**config.mk**
```make
export PLATFORM = sky130hd
export DESIGN_NAME = mem_bus_ctrl_flat
export DESIGN_NICKNAME = d
export VERILOG_FILES = /design/src/rtl/mem_bus_ctrl_if.sv /design/src/rtl/mem_bus_ctrl.sv /design/src/flat_wrapper.sv
export SDC_FILE = /design/constraint.sdc
export NUM_CORES = 1
export LEC_CHECK = 0
export ABC_AREA = 0
export CAP_MARGIN = 10
export CORE_UTILIZATION = 43
export CTS_CLUSTER_DIAMETER = 100
export CTS_CLUSTER_SIZE = 8
export DETAILED_ROUTE_END_ITERATION = 10
export HOLD_SLACK_MARGIN = 0.05
export PLACE_DENSITY = 0.85
export SYNTH_ARGS = -nofsm -noshare
export SYNTH_HDL_FRONTEND = slang
export SYNTH_SLANG_ARGS = --single-unit
```
**constraint.sdc**
```tcl
create_clock -name clk -period 3.1 [get_ports clk]
set_input_delay 0.31 -clock clk [delete_from_list [all_inputs] [get_ports clk]]
set_output_delay 0.31 -clock clk [all_outputs]
set_load 0.05 [all_outputs]
```
**src/rtl/mem_bus_ctrl_if.sv**
```systemverilog
// Signal bundle between the memory pipeline stage, mem_bus_ctrl and the external memory bus.
// The slave modport is the controller's view; master is the surrounding pipeline/bus view.
interface mem_bus_ctrl_if #(
  parameter int ADDR_W = 24
);
  // Handshake: the pipeline holds mem_* stable while stall_o=1. The controller holds every
  // bus_* output stable while bus_cyc_o=1. The access ends on the posedge where bus_ack_i=1
  // with bus_cyc_o=1, and bus_rdata_i is valid in that same cycle.
  logic              mem_re_i;
  logic              mem_we_i;
  logic              mem_byte_i;
  logic [ADDR_W-1:0] mem_addr_i;
  logic [15:0]       mem_wdata_i;
  logic [15:0]       mem_rdata_o;
  logic              stall_o;
  logic              bus_cyc_o;
  logic              bus_we_o;
  logic [ADDR_W-1:0] bus_addr_o;
  logic [1:0]        bus_be_o;
  logic [15:0]       bus_wdata_o;
  logic              bus_ack_i;
  logic [15:0]       bus_rdata_i;
  logic              bus_err_o;
  logic [1:0]        dbg_state_o;

  modport slave (
    input  mem_re_i, mem_we_i, mem_byte_i, mem_addr_i, mem_wdata_i, bus_ack_i, bus_rdata_i,
    output mem_rdata_o, stall_o, bus_cyc_o, bus_we_o, bus_addr_o, bus_be_o, bus_wdata_o,
           bus_err_o, dbg_state_o
  );

  modport master (
    output mem_re_i, mem_we_i, mem_byte_i, mem_addr_i, mem_wdata_i, bus_ack_i, bus_rdata_i,
    input  mem_rdata_o, stall_o, bus_cyc_o, bus_we_o, bus_addr_o, bus_be_o, bus_wdata_o,
           bus_err_o, dbg_state_o
  );
endinterface

```
**src/rtl/mem_bus_ctrl.sv**
```systemverilog
// Converts single-cycle mem_re/mem_we strobes into a req/ack cycle on a wait-state memory bus.
// Optional bus timeout with error pulse is enabled by defining MEM_TIMEOUT_EN.
module mem_bus_ctrl #(
  parameter int ADDR_W         = 24,
  parameter int TIMEOUT_CYCLES = 255
) (
  input  logic           clk,
  input  logic           rst,
  mem_bus_ctrl_if.slave  io
);

  typedef enum logic [1:0] {
    ST_IDLE = 2'd0,
    ST_BUS  = 2'd1,
    ST_DONE = 2'd2
  } state_t;

  state_t            state_q, state_d;
  logic              cyc_q, cyc_d;
  logic              we_q, we_d;
  logic              rd_q, rd_d;
  logic [ADDR_W-1:0] addr_q, addr_d;
  logic [1:0]        be_q, be_d;
  logic [15:0]       wdata_q, wdata_d;
  logic [15:0]       rdata_q, rdata_d;
  logic              req;

  if (TIMEOUT_CYCLES < 1) begin : g_bad_timeout
    $error("TIMEOUT_CYCLES must be at least 1");
  end

`ifdef MEM_TIMEOUT_EN
  localparam int CNT_W = ($clog2(TIMEOUT_CYCLES + 1) > 8) ? $clog2(TIMEOUT_CYCLES + 1) : 8;
  logic [CNT_W-1:0] cnt_q, cnt_d;
  logic             err_q, err_d;
`endif

  // A write wins over a simultaneous read; the read is simply dropped.
  assign req = io.mem_re_i | io.mem_we_i;

  always_comb begin
    state_d = state_q;
    cyc_d   = cyc_q;
    we_d    = we_q;
    rd_d    = rd_q;
    addr_d  = addr_q;
    be_d    = be_q;
    wdata_d = wdata_q;
    rdata_d = rdata_q;
`ifdef MEM_TIMEOUT_EN
    cnt_d   = cnt_q;
    err_d   = 1'b0;
`endif
    case (state_q)
      ST_IDLE: begin
        if (req) begin
          state_d = ST_BUS;
          cyc_d   = 1'b1;
          we_d    = io.mem_we_i;
          rd_d    = ~io.mem_we_i;
          addr_d  = {io.mem_addr_i[ADDR_W-1:1], 1'b0};
          // Big-endian lanes: the even byte address lives in bits [15:8].
          if (io.mem_we_i && io.mem_byte_i) begin
            if (io.mem_addr_i[0]) begin
              be_d    = 2'b01;
              wdata_d = {8'h00, io.mem_wdata_i[7:0]};
            end else begin
              be_d    = 2'b10;
              wdata_d = {io.mem_wdata_i[7:0], 8'h00};
            end
          end else begin
            be_d    = 2'b11;
            wdata_d = io.mem_wdata_i;
          end
`ifdef MEM_TIMEOUT_EN
          cnt_d = '0;
`endif
        end
      end
      ST_BUS: begin
        if (io.bus_ack_i) begin
          state_d = ST_DONE;
          cyc_d   = 1'b0;
          if (rd_q) rdata_d = io.bus_rdata_i;
        end
`ifdef MEM_TIMEOUT_EN
        else if (cnt_q == CNT_W'(TIMEOUT_CYCLES - 1)) begin
          state_d = ST_DONE;
          cyc_d   = 1'b0;
          err_d   = 1'b1;
          if (rd_q) rdata_d = 16'hFFFF;
        end else begin
          cnt_d = cnt_q + CNT_W'(1);
        end
`endif
      end
      ST_DONE: state_d = ST_IDLE;
      default: state_d = ST_IDLE;
    endcase
  end

  always_ff @(posedge clk or posedge rst) begin
    if (rst) begin
      state_q <= ST_IDLE;
      cyc_q   <= 1'b0;
      we_q    <= 1'b0;
      rd_q    <= 1'b0;
      addr_q  <= '0;
      be_q    <= 2'b00;
      wdata_q <= 16'h0000;
      rdata_q <= 16'h0000;
`ifdef MEM_TIMEOUT_EN
      cnt_q   <= '0;
      err_q   <= 1'b0;
`endif
    end else begin
      state_q <= state_d;
      cyc_q   <= cyc_d;
      we_q    <= we_d;
      rd_q    <= rd_d;
      addr_q  <= addr_d;
      be_q    <= be_d;
      wdata_q <= wdata_d;
      rdata_q <= rdata_d;
`ifdef MEM_TIMEOUT_EN
      cnt_q   <= cnt_d;
      err_q   <= err_d;
`endif
    end
  end

  assign io.stall_o     = req & (state_q != ST_DONE);
  assign io.bus_cyc_o   = cyc_q;
  assign io.bus_we_o    = we_q;
  assign io.bus_addr_o  = addr_q;
  assign io.bus_be_o    = be_q;
  assign io.bus_wdata_o = wdata_q;
  assign io.mem_rdata_o = rdata_q;
  assign io.dbg_state_o = state_q;
`ifdef MEM_TIMEOUT_EN
  assign io.bus_err_o   = err_q;
`else
  assign io.bus_err_o   = 1'b0;
`endif

endmodule

```
**src/flat_wrapper.sv**
```systemverilog
// flat-port wrapper written by rule: the top's interface ports become plain ports
module mem_bus_ctrl_flat 
#(
  parameter int ADDR_W         = 24,
  parameter int TIMEOUT_CYCLES = 255
)
  (clk, rst, io_mem_re_i, io_mem_we_i, io_mem_byte_i, io_mem_addr_i, io_mem_wdata_i, io_bus_ack_i, io_bus_rdata_i, io_mem_rdata_o, io_stall_o, io_bus_cyc_o, io_bus_we_o, io_bus_addr_o, io_bus_be_o, io_bus_wdata_o, io_bus_err_o, io_dbg_state_o);
  mem_bus_ctrl_if #(.ADDR_W(ADDR_W)) io_i ();
  input  logic clk;
  input  logic rst;
  input wire logic [$bits(io_i.mem_re_i)-1:0] io_mem_re_i;
  input wire logic [$bits(io_i.mem_we_i)-1:0] io_mem_we_i;
  input wire logic [$bits(io_i.mem_byte_i)-1:0] io_mem_byte_i;
  input wire logic [$bits(io_i.mem_addr_i)-1:0] io_mem_addr_i;
  input wire logic [$bits(io_i.mem_wdata_i)-1:0] io_mem_wdata_i;
  input wire logic [$bits(io_i.bus_ack_i)-1:0] io_bus_ack_i;
  input wire logic [$bits(io_i.bus_rdata_i)-1:0] io_bus_rdata_i;
  output wire logic [$bits(io_i.mem_rdata_o)-1:0] io_mem_rdata_o;
  output wire logic [$bits(io_i.stall_o)-1:0] io_stall_o;
  output wire logic [$bits(io_i.bus_cyc_o)-1:0] io_bus_cyc_o;
  output wire logic [$bits(io_i.bus_we_o)-1:0] io_bus_we_o;
  output wire logic [$bits(io_i.bus_addr_o)-1:0] io_bus_addr_o;
  output wire logic [$bits(io_i.bus_be_o)-1:0] io_bus_be_o;
  output wire logic [$bits(io_i.bus_wdata_o)-1:0] io_bus_wdata_o;
  output wire logic [$bits(io_i.bus_err_o)-1:0] io_bus_err_o;
  output wire logic [$bits(io_i.dbg_state_o)-1:0] io_dbg_state_o;
  assign io_i.mem_re_i = io_mem_re_i;
  assign io_i.mem_we_i = io_mem_we_i;
  assign io_i.mem_byte_i = io_mem_byte_i;
  assign io_i.mem_addr_i = io_mem_addr_i;
  assign io_i.mem_wdata_i = io_mem_wdata_i;
  assign io_i.bus_ack_i = io_bus_ack_i;
  assign io_i.bus_rdata_i = io_bus_rdata_i;
  assign io_mem_rdata_o = io_i.mem_rdata_o;
  assign io_stall_o = io_i.stall_o;
  assign io_bus_cyc_o = io_i.bus_cyc_o;
  assign io_bus_we_o = io_i.bus_we_o;
  assign io_bus_addr_o = io_i.bus_addr_o;
  assign io_bus_be_o = io_i.bus_be_o;
  assign io_bus_wdata_o = io_i.bus_wdata_o;
  assign io_bus_err_o = io_i.bus_err_o;
  assign io_dbg_state_o = io_i.dbg_state_o;
  mem_bus_ctrl #(.ADDR_W(ADDR_W), .TIMEOUT_CYCLES(TIMEOUT_CYCLES)) u_core (.clk(clk), .rst(rst), .io(io_i));
endmodule
```
==> impl_metrics.py, run 1 <==
metrics = {
    "status": {
        "run_status": "finished, final reports clean",
    },
    "clock_tree": {
        "cts_tree": "built",
        "clkLatencyLatePin_ns": 0.33,
        "cts.sinks": 62,
        "cts_buffers": 9,
        "clockBufferDepth": 2,
        "hold_buffers": 0,
        "clkTransAtPathRegs_ns": 0.06,
        "post_cts_resized": 0,
        "htreeDepth": 3,
        "cts-root-buf": "clkbuf_8",
        "post_cts_buffers": 0,
    },
    "layout": {
        "area_growth_pct": 60.4,
        "layout-drive-gt1-share_pct": 19.9,
        "ff_latch_area_um2": 1550,
        "finalNetCount": 364,
        "nFillCells": 390,
        "antenna_cells": 0,
        "multi_input_area_um2": 838,
    },
    "placement": {
        "port_buffers": 123,
        "finalWeightedCongestion": 0.762,
        "dp_hpwl_um": 4140,
    },
    "routing": {
        "drt-vias-per-instance": 4.90,
        "routed_wl_um": 5960,
        "firstDrtPassIters": 4,
        "dr.first_iter.drc_count": 45,
        "drtAntennaViolNets": 0,
        "vias": 1858,
        "wl_per_cell_um": 15.7,
        "drc": 0,
    },
    "flow_run": {
        "maxCapViolCount": 0,
    },
    "die": {
        "start_util_pct": 45.0,
        "core_um2": 5540,
        "die_area_um2": 6110,
        "die_w_um": 78.1,
        "io_pins": 126,
        "rows": 27,
        "fp.dieH_um": 78.1,
    },
    "synth": {
        "ys_warn_count": 0,
        "synth_edf_count": 0,
        "netlist.area_leader.share_pct": 62.2,
        "ys_types": 24,
        "ys_top_cells_by_area": "dfrtp_1 62%, mux2_2 17%, and4b_1 3.2%",
        "yosysTopAreaCell": "dfrtp_1",
        "ys_ff_latch": 62,
        "synth-main-ff-cell": "dfrtp_1",
        "yosysMostFrequentCell": "dfrtp_1",
        "async_flop_share_pct": 100,
        "seq_area_frac_synth_pct": 62.2,
        "syn_avg_cell_area_um2": 14.4,
        "syn_inst": 173,
        "synth.top_cells.by_count": "62 x dfrtp_1, 38 x mux2_2, 11 x a21oi_1, 11 x inv_1, 9 x a22o_1",
        "synthesis.area_um2": 2490,
    },
    "min_path": {
        "min_path_cells": 1,
        "hp-class": "reg -> reg",
    },
    "worst_setup_path": {
        "cp_data_required_time_ns": 2.79,
        "cp_max_fo": 15,
        "start_kind": "input pin",
        "endpoint_kind": "primary output",
        "arrival_ns": 2.01,
        "criticalPathCategory": "in -> out",
        "reg2reg_depth": 4,
    },
    "sta": {
        "hold_viol": 0,
        "fin_setup_tns_ns": 0,
        "slew_headroom_pct": 47.6,
        "maxSlewViolCount": 0,
        "tightest_slew_ns": 0.787,
        "post-route-period-util_pct": 74.7,
        "setup_viol": 0,
        "min_period_ns": 2.32,
        "max_freq_mhz": 432,
        "skew_ns": 0.00570,
        "rsz0062_at_grt": "no",
    },
    "pwr": {
        "power.density_nw_per_um2": 1310,
        "ir_drop_uv": 667,
        "p_total_uw": 5260,
        "leakage_uw": 0.00173,
    },
    "grt": {
        "grt_first_pass_wirelength_um": 9520,
        "grt.busiest_layer": "met2",
        "grt_pass1_vias": 1968,
        "grt-ovfl-total": 0,
        "grt_util_met2_pct": 33.7,
        "met1_usage_pct": 25.2,
        "gr-usage-met3_pct": 4.88,
        "grt_max_degree": 63,
        "grt.total_usage_pct": 20.7,
        "grt_antenna_before_repair": 0,
    },
}
==> report_power, final <==
part / total, uW / switching, uW / internal [uW]
Combinational: 3050 / 1920 / 1130
Sequential: 1440 / 222 / 1220
Clock: 769 / 296 / 473
Total: 5260 / 2440 / 2820
==> path summary, 6_finish.rpt <==
kind	endpoint	start	slack, ns
setup / recovery	io_stall_o	io_mem_we_i	0.78
hold / removal	u_core.io.bus_be_o[1]	u_core.io.bus_be_o[1]	0.49
setup reg to reg	u_core.io.bus_wdata_o[6]	u_core.io.dbg_state_o[0]	1.45
hold reg to reg	u_core.io.bus_be_o[1]	u_core.io.bus_be_o[1]	0.49
max in group asynchronous	u_core.io.bus_be_o[1]	rst	2.05
min in group asynchronous	u_core.io.mem_rdata_o[5]	rst	0.54
==> per-stage QoR <==
step	util (%)	setup slack [ns]	std cells	hold WS, ns	area, um^2
6_report	72.2	0.785	379	0.492	4000
5_1_grt	72.2	0.729	379	0.511	4000
4_1_cts	72.2	0.785	379	0.493	4000
3_5_place_dp	68.3	0.790	363	0.480	3780
3_3_place_gp	68.3	0.777	363	0.466	3780
2_1_floorplan	-	1.20	174	0.396	2500
==> flip-flops by register name, indices dropped and copies added, names as in the netlist <==
signal	flops
u_core.io.bus_wdata_o	16
u_core.io.bus_addr_o	23
u_core.rd_q	1
u_core.io.bus_cyc_o	1
u_core.io.bus_we_o	1
u_core.io.dbg_state_o	2
u_core.io.mem_rdata_o	16
u_core.io.bus_be_o	2
==> routing by layer <==
metal	share of wire, %	vias up
li1	-	870
met1	43	897
met2	48	77
met3	6.5	14
met4	2.6	0
met5	0	-
==> cells by family after synthesis <==
kind of cell | after synthesis | synth area share (%)
flops | 62 | 62.2
mux | 47 | 20.8
compound gates | 26 | 7.13
buf+inv | 21 | 4.27
simple gates | 16 | 5.37
other cells | 1 | 0.150
==> final cells by class <==
class,count,area share (%)
Clock buffer,12,3.63
Timing Repair Buffer,127,31.5
Inverter,11,1.03
Multi-Input combinational cell,91,21.0
Tap cell,72,2.25
Sequential cell,62,38.8
Clock inverter,4,1.75
==> critical path, cell delays in order <==
cell and delay (ns):
clkdlybuf4s50_1 0.46, buf_4 0.18, nor2_1 0.11, a21oi_1 0.12, clkdlybuf4s50_1 0.83
==> cell usage in the layout (no fill, tap or decap) <==
cell type / n
a21o_1: 1
a21oi_1: 11
a22o_1: 9
and3b_2: 1
and4b_1: 8
buf_4: 4
bufinv_16: 2
clkbuf_1: 2
clkbuf_8: 10
clkdlybuf4s50_1: 123
clkinv_2: 2
conb_1: 2
dfrtp_1: 62
inv_1: 10
inv_2: 1
mux2_1: 1
mux2_2: 38
mux2i_1: 8
nand2_1: 2
nand2_2: 1
nand4_1: 1
nor2_1: 2
nor3_4: 1
o21a_1: 1
o21ai_0: 2
o221a_2: 1
o31ai_1: 1
No activity file was read; power rests on OpenSTA's default activity.
==> run 2, diff against run 1 <==
- CORE_UTILIZATION: 43 -> 40
- PLACE_DENSITY: 0.85 -> 0.8
- clock period: 3.1 -> 2.4 ns (I/O delays scaled with it)
==> impl_metrics.py, run 2 (synthesis results as in run 1) <==
metrics = {
    "placement": {
        "port_buffers": 123,
        "dp_hpwl_um": 4060,
        "finalWeightedCongestion": 0.794,
        "dpl.cell_count": 367,
    },
    "worst_setup_path": {
        "start_kind": "register",
        "cp_data_required_time_ns": 2.16,
        "criticalPathCategory": "reg -> out",
        "path_delay_family": "buffers and inverters",
        "cpPeakStageDelay_ns": 0.87,
        "r2r_start": "u_core.io.dbg_state_o[0]",
        "cp_max_fo": 5,
        "rrSetupSlack_ns": 0.78,
        "timing.rr.end": "u_core.io.bus_wdata_o[2]",
        "path_buf_inv": 1,
        "reg2reg_depth": 4,
        "crit_path_cell_trace": "clkdlybuf4s50_1",
        "endpoint_kind": "primary output",
        "cp_num_cells": 1,
        "arrival_ns": 1.64,
        "slowest_stage": "clkdlybuf4s50_1",
    },
    "pwr": {
        "power.density_nw_per_um2": 1670,
        "leakage_uw": 0.00173,
        "ir_drop_uv": 893,
    },
    "sta": {
        "skew_ns": 0.00636,
        "slew_headroom_pct": 64.0,
        "rsz0062_at_grt": "no",
        "hold_viol": 0,
        "setup_viol": 0,
        "fin_setup_tns_ns": 0,
        "tightest_slew_ns": 0.539,
        "post-route-period-util_pct": 78.5,
        "min_period_ns": 1.88,
        "maxSlewViolCount": 0,
        "max_freq_mhz": 531,
    },
    "layout": {
        "antenna_cells": 0,
        "finalNetCount": 365,
        "area_growth_pct": 60.7,
        "largest_register_ffs": 23,
        "ff_latch_area_um2": 1550,
        "mostFrequentLayoutCell": "clkdlybuf4s50_1",
        "mostFrequentLayoutCells": "122 x clkdlybuf4s50_1, 62 x dfrtp_1, 38 x mux2_2",
        "multi_input_area_um2": 838,
        "nFillCells": 454,
        "fin_cells": 381,
        "layout-drive-gt1-share_pct": 19.9,
    },
    "grt": {
        "grt_max_degree": 63,
        "grt.total_usage_pct": 18.3,
        "grt_first_pass_wirelength_um": 8750,
        "grt_antenna_before_repair": 0,
        "grt-ovfl-total": 0,
        "grt_pass1_vias": 1827,
    },
    "clock_tree": {
        "hold_buffers": 0,
        "clockBufferDepth": 2,
        "post_cts_resized": 0,
        "cts_tree": "built",
        "clkLatencyLatePin_ns": 0.32,
        "clkTransAtPathRegs_ns": 0.06,
        "cts.sinks": 62,
        "cts-root-buf": "clkbuf_8",
        "post_cts_buffers": 0,
        "cts_buffers": 9,
        "htreeDepth": 3,
    },
    "routing": {
        "drt-vias-per-instance": 4.83,
        "wl_per_cell_um": 15.0,
        "dr.first_iter.drc_count": 89,
        "routed_wl_um": 5720,
        "drtAntennaViolNets": 0,
        "vias": 1842,
        "firstDrtPassIters": 4,
        "drc": 0,
    },
    "die": {
        "io_pins": 126,
        "start_util_pct": 41.8,
        "rows": 28,
        "die_w_um": 80.9,
        "fp.dieH_um": 80.9,
        "die_area_um2": 6550,
        "core_um2": 5960,
    },
    "flow_run": {
        "maxCapViolCount": 0,
    },
    "min_path": {
        "hp-class": "in -> async",
    },
    "status": {
        "run_status": "finished, final reports clean",
    },
}
==> run 2: final cells by class <==
class	count	area share [%]
Clock inverter	1	0.750
Sequential cell	62	38.7
Multi-Input combinational cell	91	20.9
Timing Repair Buffer	128	32.2
Clock buffer	13	3.97
Inverter	11	1.03
Tap cell	75	2.34
==> run 2: layer usage <==
| metal | share of wire, % | GRT usage, % |
|---|---|---|
| met5 | 0 | 0 |
| met4 | 2.4 | 10.4 |
| met3 | 8.0 | 5.39 |
| met2 | 47 | 28.2 |
| met1 | 42 | 23.0 |
==> run 2: tightest hold or removal path: cells and delay by family <==
family	cells	cell delay (ns)
buf+inv	3	0.76
==> run 2: worst max-delay path by stage <==
stage	slack (ns)	end	startpoint
CTS	0.49	io_dbg_state_o[1]	u_core.io.dbg_state_o[1]
global placement	0.53	u_core.io.bus_wdata_o[14]	io_mem_re_i
floorplan	0.57	io_stall_o	u_core.io.dbg_state_o[0]
global route	0.44	io_dbg_state_o[1]	u_core.io.dbg_state_o[1]
finish	0.52	io_dbg_state_o[0]	u_core.io.dbg_state_o[0]
detailed placement	0.47	u_core.io.bus_wdata_o[9]	io_mem_re_i
==> run 2: where the power goes <==
part,total (uW),internal (uW),switching [uW]
combinational,3960,1480,2490
clock,885,526,359
sequential,1840,1570,274
==> run 2: stage by stage <==
step	hold WS (ns)	utilization, %	cell area [um^2]	power, uW	setup slack, ns
2_1_floorplan	0.326	-	2500	4500	0.575
3_3_place_gp	0.468	64.1	3820	5790	0.531
3_5_place_dp	0.470	64.1	3820	5850	0.466
4_1_cts	0.294	67.2	4010	6760	0.489
5_1_grt	0.355	67.2	4010	6990	0.441
6_report	0.284	67.2	4010	6690	0.516
==> run 3, diff against run 2 <==
- CORE_UTILIZATION: 40 -> 36
- PLACE_DENSITY: 0.8 -> 0.76
- clock period: 2.4 -> 1.6 ns (I/O delays scaled with it)
==> impl_metrics.py, run 3 (synthesis results as in run 1) <==
metrics = {
    "status": {
        "run_status": "finished, final reports clean",
    },
    "clock_tree": {
        "cts_tree": "built",
        "post_cts_buffers": 0,
        "cts_buffers": 9,
        "post_cts_resized": 0,
        "htreeDepth": 3,
        "cts.sinks": 62,
        "clkTransAtPathRegs_ns": 0.06,
        "cts-root-buf": "clkbuf_8",
        "clockBufferDepth": 2,
        "clkLatencyLatePin_ns": 0.32,
        "hold_buffers": 0,
    },
    "die": {
        "io_pins": 126,
        "die_area_um2": 7260,
        "core_um2": 6530,
        "fp.dieH_um": 85.2,
        "rows": 29,
        "die_w_um": 85.2,
        "start_util_pct": 38.2,
    },
    "sta": {
        "rsz0062_at_grt": "no",
        "hold_viol": 0,
        "fin_setup_tns_ns": 0,
        "max_freq_mhz": 715,
        "worst_slack_ns": 0.201,
        "min_period_ns": 1.40,
        "skew_ns": 0.00420,
        "setup_viol": 0,
        "maxSlewViolCount": 0,
        "post-route-period-util_pct": 87.5,
    },
    "layout": {
        "area_growth_pct": 57.3,
        "antenna_cells": 0,
        "finalNetCount": 370,
        "mostFrequentLayoutCells": "68 x buf_4, 61 x clkdlybuf4s50_1, 60 x dfrtp_1",
        "design_area_um2": 3920,
        "mostFrequentLayoutCell": "buf_4",
        "largest_register_ffs": 23,
        "layout-drive-gt1-share_pct": 41.7,
    },
    "min_path": {
        "hp-class": "in -> async",
    },
    "routing": {
        "drc": 0,
        "drtAntennaViolNets": 0,
        "firstDrtPassIters": 4,
        "drt-vias-per-instance": 4.75,
        "routed_wl_um": 5540,
        "vias": 1848,
        "wl_per_cell_um": 14.2,
        "dr.first_iter.drc_count": 52,
    },
    "placement": {
        "placed_area_um2": 3730,
        "pre_cts_ws_ns": 0.0155,
        "port_buffers": 123,
        "finalWeightedCongestion": 0.733,
        "dp_hpwl_um": 4010,
    },
    "grt": {
        "grt_max_degree": 63,
        "grt.total_usage_pct": 15.7,
        "grt_pass1_vias": 1795,
        "grt_antenna_before_repair": 0,
        "grt_first_pass_wirelength_um": 8660,
        "grt-ovfl-total": 0,
    },
    "worst_setup_path": {
        "reg2reg_depth": 4,
        "cp_data_required_time_ns": 1.80,
        "start_kind": "register",
        "cp_max_fo": 16,
        "criticalPathCategory": "reg -> reg",
        "cp-endpoint": "u_core.io.mem_rdata_o[8]",
        "endpoint_kind": "register",
        "startpoint": "u_core.io.dbg_state_o[0]",
        "arrival_ns": 1.60,
        "r2r_start": "u_core.io.dbg_state_o[0]",
        "timing.rr.end": "u_core.io.mem_rdata_o[8]",
        "rrSetupSlack_ns": 0.20,
    },
    "pwr": {
        "p_total_uw": 9770,
        "ir_drop_uv": 1150,
        "power.density_nw_per_um2": 2490,
        "leakage_uw": 0.00182,
    },
    "flow_run": {
        "maxCapViolCount": 0,
    },
}
==> run 3: cell types whose count changed in the layout (fill, tap and decap cells not counted), sizes merged <==
cell           previous run  this run
clkbuf                   13        15
buf                       6        72
bufinv                    1         0
clkinvlp                  0         1
inv                      11        10
clkdlybuf4s50           122        61
==> run 3: where the power goes <==
group	leakage, uW	internal, uW	switching, uW	total [uW]
Combinational	0.000990	2010	3710	5720
Clock	0.0000958	725	524	1250
Sequential	0.000733	2360	441	2800
Total	0.00182	5100	4670	9770
==> run 3: cell type report <==
class / count / area, um^2
Sequential cell: 62 / 1550
Tap cell: 77 / 96.3
Multi-Input combinational cell: 91 / 838
Inverter: 11 / 45.0
Fill cell: 553 / 2610
Timing Repair Buffer: 133 / 1200
Clock buffer: 15 / 186
==> run 3: critical path, cell delays in order, from the launching register on <==
cell and delay, ns:
dfrtp_2 0.45, and3b_2 0.24, nand2_2 0.08, buf_12 0.15, mux2_2 0.35
==> run 3: stage by stage <==
step	hold slack [ns]	std cells	util [%]
finish	0.273	389	60.0
global route	0.313	389	60.0
CTS	0.278	389	60.0
detailed placement	0.471	374	57.2
global placement	0.467	374	57.2
floorplan	0.243	174	-
==> run 3: per-layer routing <==
metal,GRT usage (%),up-vias,wire [um]
li1,-,880,-
met1,18.6,877,2350
met2,25.3,81,2640
met3,6.23,10,464
met4,6.63,0,81
met5,0,-,0
==> run 3: worst min-delay path by stage <==
stage	endpoint	slack, ns
2_1_floorplan	u_core.io.dbg_state_o[0]	0.24
3_3_place_gp	u_core.io.bus_be_o[0]	0.47
3_5_place_dp	u_core.io.bus_be_o[0]	0.47
4_1_cts	u_core.io.bus_addr_o[17]	0.28
5_1_grt	u_core.io.bus_addr_o[17]	0.31
6_report	u_core.io.bus_addr_o[17]	0.27
